===== src/rtl/core_mem_arb.sv =====
// Merges the core's instruction and data request ports onto one memory channel
// through a registered output stage, and routes id-tagged responses back as acks.
module core_mem_arb #(
    parameter int ARB_RR   = 1,
    parameter int NC_ORDER = 1
) (
    input  logic        clk,
    input  logic        rst_n,
    input  logic        i_req_val,
    input  logic [31:0] i_req_addr,
    output logic        i_req_ack,
    output logic [31:0] i_ack_rdata,
    input  logic        d_req_val,
    input  logic [31:0] d_req_addr,
    input  logic [2:0]  d_req_cop,
    input  logic [31:0] d_req_wdata,
    input  logic [2:0]  d_req_size,
    output logic        d_req_ack,
    output logic [31:0] d_ack_rdata,
    output logic        m_req_val,
    input  logic        m_req_ready,
    output logic [31:0] m_req_addr,
    output logic [2:0]  m_req_cop,
    output logic [31:0] m_req_wdata,
    output logic [2:0]  m_req_size,
    output logic        m_req_id,
    input  logic        m_resp_val,
    input  logic        m_resp_id,
    input  logic [31:0] m_resp_rdata,
    output logic        err_unexp
);

    typedef enum logic {SRC_I = 1'b0, SRC_D = 1'b1} src_t;

    localparam logic RR_EN = (ARB_RR != 0);
    localparam logic NC_EN = (NC_ORDER != 0);

    logic pend_i;
    logic pend_d;
    logic pend_nc;
    src_t last_grant;

    logic i_elig;
    logic d_elig;
    logic reg_free;
    logic grant_d;
    logic load;
    logic i_resp;
    logic d_resp;

    // An instruction fetch may not overtake a pending non-cacheable data access.
    always_comb begin
        i_elig   = i_req_val & ~pend_i & ~(NC_EN & pend_d & pend_nc);
        d_elig   = d_req_val & ~pend_d;
        reg_free = ~m_req_val | m_req_ready;
        grant_d  = d_elig & (~i_elig | ~RR_EN | (last_grant == SRC_I));
        load     = reg_free & (i_elig | d_elig);
        i_resp   = m_resp_val & ~m_resp_id;
        d_resp   = m_resp_val & m_resp_id;
    end

    assign i_req_ack   = i_resp & pend_i;
    assign d_req_ack   = d_resp & pend_d;
    assign i_ack_rdata = m_resp_rdata;
    assign d_ack_rdata = m_resp_rdata;

    always_ff @(posedge clk or negedge rst_n) begin
        if (!rst_n) begin
            m_req_val   <= 1'b0;
            m_req_addr  <= '0;
            m_req_cop   <= '0;
            m_req_wdata <= '0;
            m_req_size  <= '0;
            m_req_id    <= 1'b0;
            pend_i      <= 1'b0;
            pend_d      <= 1'b0;
            pend_nc     <= 1'b0;
            last_grant  <= SRC_D;
            err_unexp   <= 1'b0;
        end else begin
            if (reg_free) begin
                m_req_val <= load;
                if (load) begin
                    last_grant <= grant_d ? SRC_D : SRC_I;
                    m_req_id   <= grant_d;
                    if (grant_d) begin
                        m_req_addr  <= d_req_addr;
                        m_req_cop   <= d_req_cop;
                        m_req_wdata <= d_req_wdata;
                        m_req_size  <= d_req_size;
                    end else begin
                        m_req_addr  <= i_req_addr;
                        m_req_cop   <= 3'b000;
                        m_req_wdata <= '0;
                        m_req_size  <= 3'b100;
                    end
                end
            end

            // A load for a source is impossible while its own response is due.
            if (i_resp & pend_i) begin
                pend_i <= 1'b0;
            end else if (load & ~grant_d) begin
                pend_i <= 1'b1;
            end

            if (d_resp & pend_d) begin
                pend_d  <= 1'b0;
                pend_nc <= 1'b0;
            end else if (load & grant_d) begin
                pend_d  <= 1'b1;
                pend_nc <= d_req_cop[1];
            end

            if ((i_resp & ~pend_i) | (d_resp & ~pend_d)) begin
                err_unexp <= 1'b1;
            end
        end
    end

endmodule


===== config.mk =====
export PLATFORM = sky130hd
export DESIGN_NAME = core_mem_arb
export DESIGN_NICKNAME = d
export VERILOG_FILES = /design/src/rtl/core_mem_arb.sv
export SDC_FILE = /design/constraint.sdc
export NUM_CORES = 1
export LEC_CHECK = 0
export ABC_AREA = 0
export CELL_PAD_IN_SITES_DETAIL_PLACEMENT = 1
export CELL_PAD_IN_SITES_GLOBAL_PLACEMENT = 1
export CORE_ASPECT_RATIO = 1.1
export CORE_UTILIZATION = 23
export DETAILED_ROUTE_END_ITERATION = 16
export GPL_TIMING_DRIVEN = 0
export MAX_ROUTING_LAYER = met4
export PLACE_DENSITY = 0.85
export SLEW_MARGIN = 20
export SYNTH_ARGS = -nofsm -noshare
export SYNTH_HDL_FRONTEND = slang
export SYNTH_SLANG_ARGS = --single-unit

===== constraint.sdc =====
create_clock -name clk -period 1.3 [get_ports clk]
set_input_delay 0.26 -clock clk [delete_from_list [all_inputs] [get_ports clk]]
set_output_delay 0.26 -clock clk [all_outputs]
set_load 0.005 [all_outputs]

==> metrics.txt, run 1 <==
routability-driven placement congestion ratio 0.715; met3 GRT Util 4.19%; first-pass GRT wire length 22400 microns; num ports 280; Adder-Cell Fraction of Synth Area 0%; Leak 3.55 nW; Post-Synthesis Cells 364; largest family of logic cells by synthesized area buffers and inverters; Async SR Flop Fraction 100%; multiplexer share of the synthesized area 0.245%; Worst Path Required 1.52 ns; placed cells 846; chip width 129 microns; CP max stage delay 0.57 ns; Layout Cells excl Fill 887; number of global-route vias before repair 4409; Clock Latency Late Sink 0.34 ns; leading area contributor after synthesis dfrtp_1; clock sinks 77; drt first pass iters 4; Post-Route Utilization 43.2%; Yosys warning count 0; Final Cycle Share 115%; Post-Syn Area 4090 sq um; crit end category flop; RSZ-0062 raised after global routing true; Slew @ Worst Pin 0.418 ns; routed length per instance 16.5 microns; CTS tree yes; Nets 787; post-synth top area share 46.5%; CTS Root Cell clkbuf_16; Slowest-stage cell, CP dfstp_2; Initial Util 23.8%; Reg clk slew, reported paths 0.06 ns; Synth Area per Inst 11.2 sq um; Crit Path Max Fanout 10; Max VDD drop 0.604 mV; initial antenna violation count 2; top cells by area, synth dfrtp_1, buf_4, o221ai_2; critical-path cell list nand3b_4 -> and3_4 -> buf_8 -> buf_6 -> a22o_1; status finished, violations left; grt ovf 0; count leader, synth dfrtp_1; ANT nets after route 0; Via density 4.37; max_cap viols 0; Max Slew Vio Count 0; area of the die 18300 sq um; post-synthesis simple-gate area fraction 7.89%; post-synthesis xor/xnor area fraction 0%; Core Rows 50; fmax 668 MHz; CP Class reg -> reg; failing checks setup timing; Vias 3873; GR peak layer met2; pwr dens 1770 nW/um^2; post-synthesis sequential area ratio 47.2%; syn_nets 505; routing usage on met2 29.7%; final hold vios 0; Final min period 1.50 ns; commonest cells in the netlist dfrtp_1, inv_1, buf_4, a22o_1, nand4_1; Longest Clk Path Bufs 2; largest net degree at the start of global routing 51; Die Y 142 microns; worst rel slew slack 72.1%; H-tree depth 3; gr usage total 16.6%; Post-synth EDFFs 0; worst min-delay path class in -> reg; layout cells sized above 1 27.5%; synth unique cells 33; ys flop type dfrtp_1; CP arrival 1.72 ns; synthesis-to-layout area growth 81.7%; hpwl dp 11100 microns; Num CTS Buffers 9; clk_skew 0.00665 ns; # DRC 0; Post-Route WL 14600 microns; CORE AREA 17200 sq um; synthesized flop and latch total 77; final setup margin -0.198 ns; compound-gate portion of the synthesized area 21.5%; Setup crit start kind flop; grt met1 use 17.5%; I/O Buffers 247; Final setup viols 75; Starting DRT DRC Count 108
==> critical path: cells and delay by family (launching register included) <==
| kind | cells | cell delay, ns |
|---|---|---|
| flip-flops | 1 | 0.57 |
| buffers and inverters | 2 | 0.27 |
| AO/OA/AOI/OAI | 1 | 0.23 |
| AND/OR/NAND/NOR | 2 | 0.30 |
==> cells in the final DEF (no fill, tap or decap), types with 4 or more instances in the layout <==
| master | Yosys | final |
|---|---|---|
| a22o_1 | 36 | 36 |
| buf_12 | 0 | 5 |
| buf_4 | 65 | 83 |
| buf_6 | 10 | 8 |
| buf_8 | 3 | 7 |
| clkbuf_16 | 0 | 9 |
| clkbuf_2 | 0 | 8 |
| clkdlybuf4s15_1 | 0 | 4 |
| clkdlybuf4s50_1 | 0 | 167 |
| dfrtp_1 | 76 | 74 |
| dlygate4sd2_1 | 0 | 73 |
| inv_1 | 68 | 67 |
| nand2_1 | 5 | 4 |
| nand4_1 | 33 | 33 |
| o221ai_2 | 30 | 31 |
==> kinds of logic (layout without fill, tap and decap cells) <==
logic type / after synthesis / after routing
flops: 77 / 77
simple gates: 48 / 48
compound gates: 80 / 80
buf+inv: 158 / 445
mux: 1 / 1
other cells: 0 / 2
==> metal layers <==
| layer | share of wire (%) | wire length (microns) |
|---|---|---|
| met1 | 39 | 5770 |
| met2 | 51 | 7440 |
| met3 | 8.0 | 1170 |
| met4 | 1.7 | 245 |
| met5 | 0 | 0 |
==> timing repair <==
item / 4_1_cts / 5_1_grt
hold buffers: 1 / 0
hold endpoints to repair: 27 / 0
cloned: 1 / 0
setup buffers: 20 / 3
resized for setup: 123 / 13
setup endpoints to repair: 149 / 80
pin swaps: 4 / 2
==> sequential cells by signal, indices dropped and copies added, names as in the netlist <==
name	cells
pend_nc	1
m_req_val	1
m_req_id	1
m_req_cop	3
pend_d	1
m_req_wdata	32
err_unexp	1
m_req_size	3
pend_i	1
m_req_addr	32
last_grant	1
==> final cells by class <==
type | count | area, sq um
Fill cell | 1932 | 9780
Timing Repair Buffer | 271 | 2610
Sequential cell | 77 | 1930
Multi-Input combinational cell | 129 | 1280
Buffer | 90 | 759
Tap cell | 234 | 293
Inverter | 68 | 263
Clock buffer | 11 | 233
Clock inverter | 5 | 52.6
Antenna cell | 2 | 5.00
==> metrics by stage <==
step | cell area (sq um) | hold slack (ns) | setup slack, ns | TNS (ns) | total power [mW]
2_1_floorplan | 4090 | -0.0356 | -0.0913 | -4.35 | 7.19
3_3_place_gp | 6860 | 0.452 | -2.96 | -273.19 | 10.5
3_5_place_dp | 6880 | 0.227 | -0.861 | -51.06 | 10.7
4_1_cts | 7380 | 0.305 | -0.216 | -13.02 | 13.2
5_1_grt | 7430 | 0.335 | -0.266 | -16.71 | 14.0
6_report | 7430 | 0.331 | -0.198 | -11.99 | 13.1
==> worst paths after layout <==
kind                                             start                           to  slack [ns]  cells after the start
worst max-delay path            last_grant$_DFFE_PN1P_  m_req_wdata[11]$_DFFE_PN0P_       -0.20                      5
worst min-delay path                        m_resp_val        err_unexp$_DFFE_PN0P_        0.33                      2
worst max register to register  last_grant$_DFFE_PN1P_  m_req_wdata[11]$_DFFE_PN0P_       -0.20                      5
worst min register to register    m_req_id$_DFFE_PN0P_         m_req_id$_DFFE_PN0P_        0.48                      1
max in group asynchronous                        rst_n       last_grant$_DFFE_PN1P_        0.23                      3
min in group asynchronous                        rst_n  m_req_wdata[15]$_DFFE_PN0P_        0.42                      2
==> where the power goes <==
group	internal [mW]	total, mW	switching (mW)
logic	3.73	6.54	2.81
registers	3.46	4.09	0.631
clock network	1.48	2.47	0.996
total	8.67	13.1	4.44
Power figures use the tool's default switching activity.
==> run 2, diff against run 1 <==
- RECOVER_POWER: not set -> 50
==> metrics.txt, run 2 (synthesis results as in run 1) <==
status finished, violations left; failing checks setup timing; fill count 1932; # DRC 0; Via density 4.36; biggest regs m_req_addr: 32 flops, m_req_wdata: 32 flops; worst min-delay path class in -> reg; final setup margin -0.200 ns; CP Class reg -> reg; grt ovf 0; CTS Root Cell clkbuf_16; Critical Path Source last_grant$_DFFE_PN1P_; Post-Route Utilization 43.2%; I/O Buffers 247; Starting DRT DRC Count 108; CP delay by family, top flip-flops; Slowest-stage cell, CP dfstp_2; Clock Latency Late Sink 0.34 ns; Leak 3.55 nW; routed length per instance 16.5 microns; CTS tree yes; Vias 3870; Final min period 1.50 ns; RR Startpoint last_grant$_DFFE_PN1P_; drt first pass iters 4; num ports 280; Max VDD drop 0.604 mV; reg2reg path depth 5; Final setup viols 81; Setup crit start kind flop; flop2flop setup slack -0.20 ns; Crit Reg-Reg Endpoint m_req_wdata[11]$_DFFE_PN0P_; H-tree depth 3; clk_skew 0.00665 ns; gr usage total 16.6%; Setup WS pre-CTS -0.861 ns; crit end category flop; Slew @ Worst Pin 0.815 ns; Crit Path Max Fanout 10; most frequent cells in the layout clkdlybuf4s50_1, buf_4, dfrtp_1; CP max stage delay 0.57 ns; Nets 787; clock sinks 77; most common cell after layout, fill and taps aside clkdlybuf4s50_1; critical-path cell list nand3b_4 -> and3_4 -> buf_8 -> buf_6 -> a22o_1; Die Y 142 microns; Post-Route WL 14600 microns; Final Cycle Share 115%; Buf+Inv Stages, Crit Path 2; initial antenna violation count 2; largest net degree at the start of global routing 51; CORE AREA 17200 sq um; Worst Path Required 1.52 ns; ANT nets after route 0; Initial Util 23.8%; final hold vios 0; area of the die 18300 sq um; worst rel slew slack 45.7%; first-pass GRT wire length 22400 microns; critical path endpoint m_req_wdata[11]$_DFFE_PN0P_; post-route setup TNS -12.09 ns; routability-driven placement congestion ratio 0.715; max_cap viols 0; pwr dens 1770 nW/um^2; CP arrival 1.72 ns; Longest Clk Path Bufs 2; Reg clk slew, reported paths 0.06 ns; Worst path depth 5; Core Rows 50; RSZ-0062 raised after global routing true; chip width 129 microns; hpwl dp 11100 microns; Num CTS Buffers 9; fmax 667 MHz; number of global-route vias before repair 4409; Max Slew Vio Count 0; layout cells sized above 1 27.5%; Pwr Total 13.1 mW; synthesis-to-layout area growth 81.6%
[run 2: cell types whose count changed in the layout (fill, tap and decap cells not counted), sizes merged]
cell,before,now
buf,107,106
clkbuf,20,21
[run 2: cell type report]
class	instances	area, sq um	share of cell area, %
antenna	2	5.00	0.0674
buffer	90	759	10.2
clock buffer	11	233	3.13
clock inverter	5	52.6	0.708
inverter	68	263	3.54
multi-input combinational	129	1280	17.3
sequential	77	1930	26.0
tap	234	293	3.94
timing repair buffer	271	2610	35.1
[run 2: through the flow]
stage / area (sq um) / hold WS, ns / std cells
final: 7430 / 0.331 / 887
after global routing: 7430 / 0.335 / 887
after CTS: 7380 / 0.305 / 884
after detailed placement: 6880 / 0.227 / 846
after global placement: 6860 / 0.452 / 845
after floorplan: 4090 / -0.0356 / 364
[run 2: worst min path at each step]
stage                                from                           to  slack, ns  cells past startpoint
finish                         m_resp_val        err_unexp$_DFFE_PN0P_       0.33                      2
detailed placement                  rst_n  m_req_wdata[15]$_DFFE_PN0P_       0.23                      1
CTS                            m_resp_val        err_unexp$_DFFE_PN0P_       0.31                      2
global placement    err_unexp$_DFFE_PN0P_        err_unexp$_DFFE_PN0P_       0.45                      1
global route                   m_resp_val        err_unexp$_DFFE_PN0P_       0.33                      2
floorplan                           rst_n        err_unexp$_DFFE_PN0P_      -0.04                      0
[run 2: layer usage]
layer | GRT usage, % | vias up | wire, microns
met5 | - | - | 0
met2 | 29.7 | 187 | 7440
li1 | - | 1787 | -
met4 | 6.19 | 0 | 245
met3 | 4.19 | 19 | 1160
met1 | 17.5 | 1877 | 5780
[run 2: what timing repair did]
| item | 4_1_cts | 5_1_grt |
|---|---|---|
| setup buffers | 20 | 3 |
| cloned | 1 | 0 |
| gates resized for setup | 123 | 13 |
| endpoints found under the hold margin | 27 | 0 |
| hold buffers | 1 | 0 |
| pin swaps | 4 | 2 |
| setup endpoints to repair | 149 | 80 |
[run 2: report_power, final]
part           switching, mW  leakage (nW)  total, mW  internal (mW)
sequential             0.631         0.958       4.09           3.46
combinational           2.81          2.45       6.54           3.73
clock                  0.996         0.139       2.47           1.48
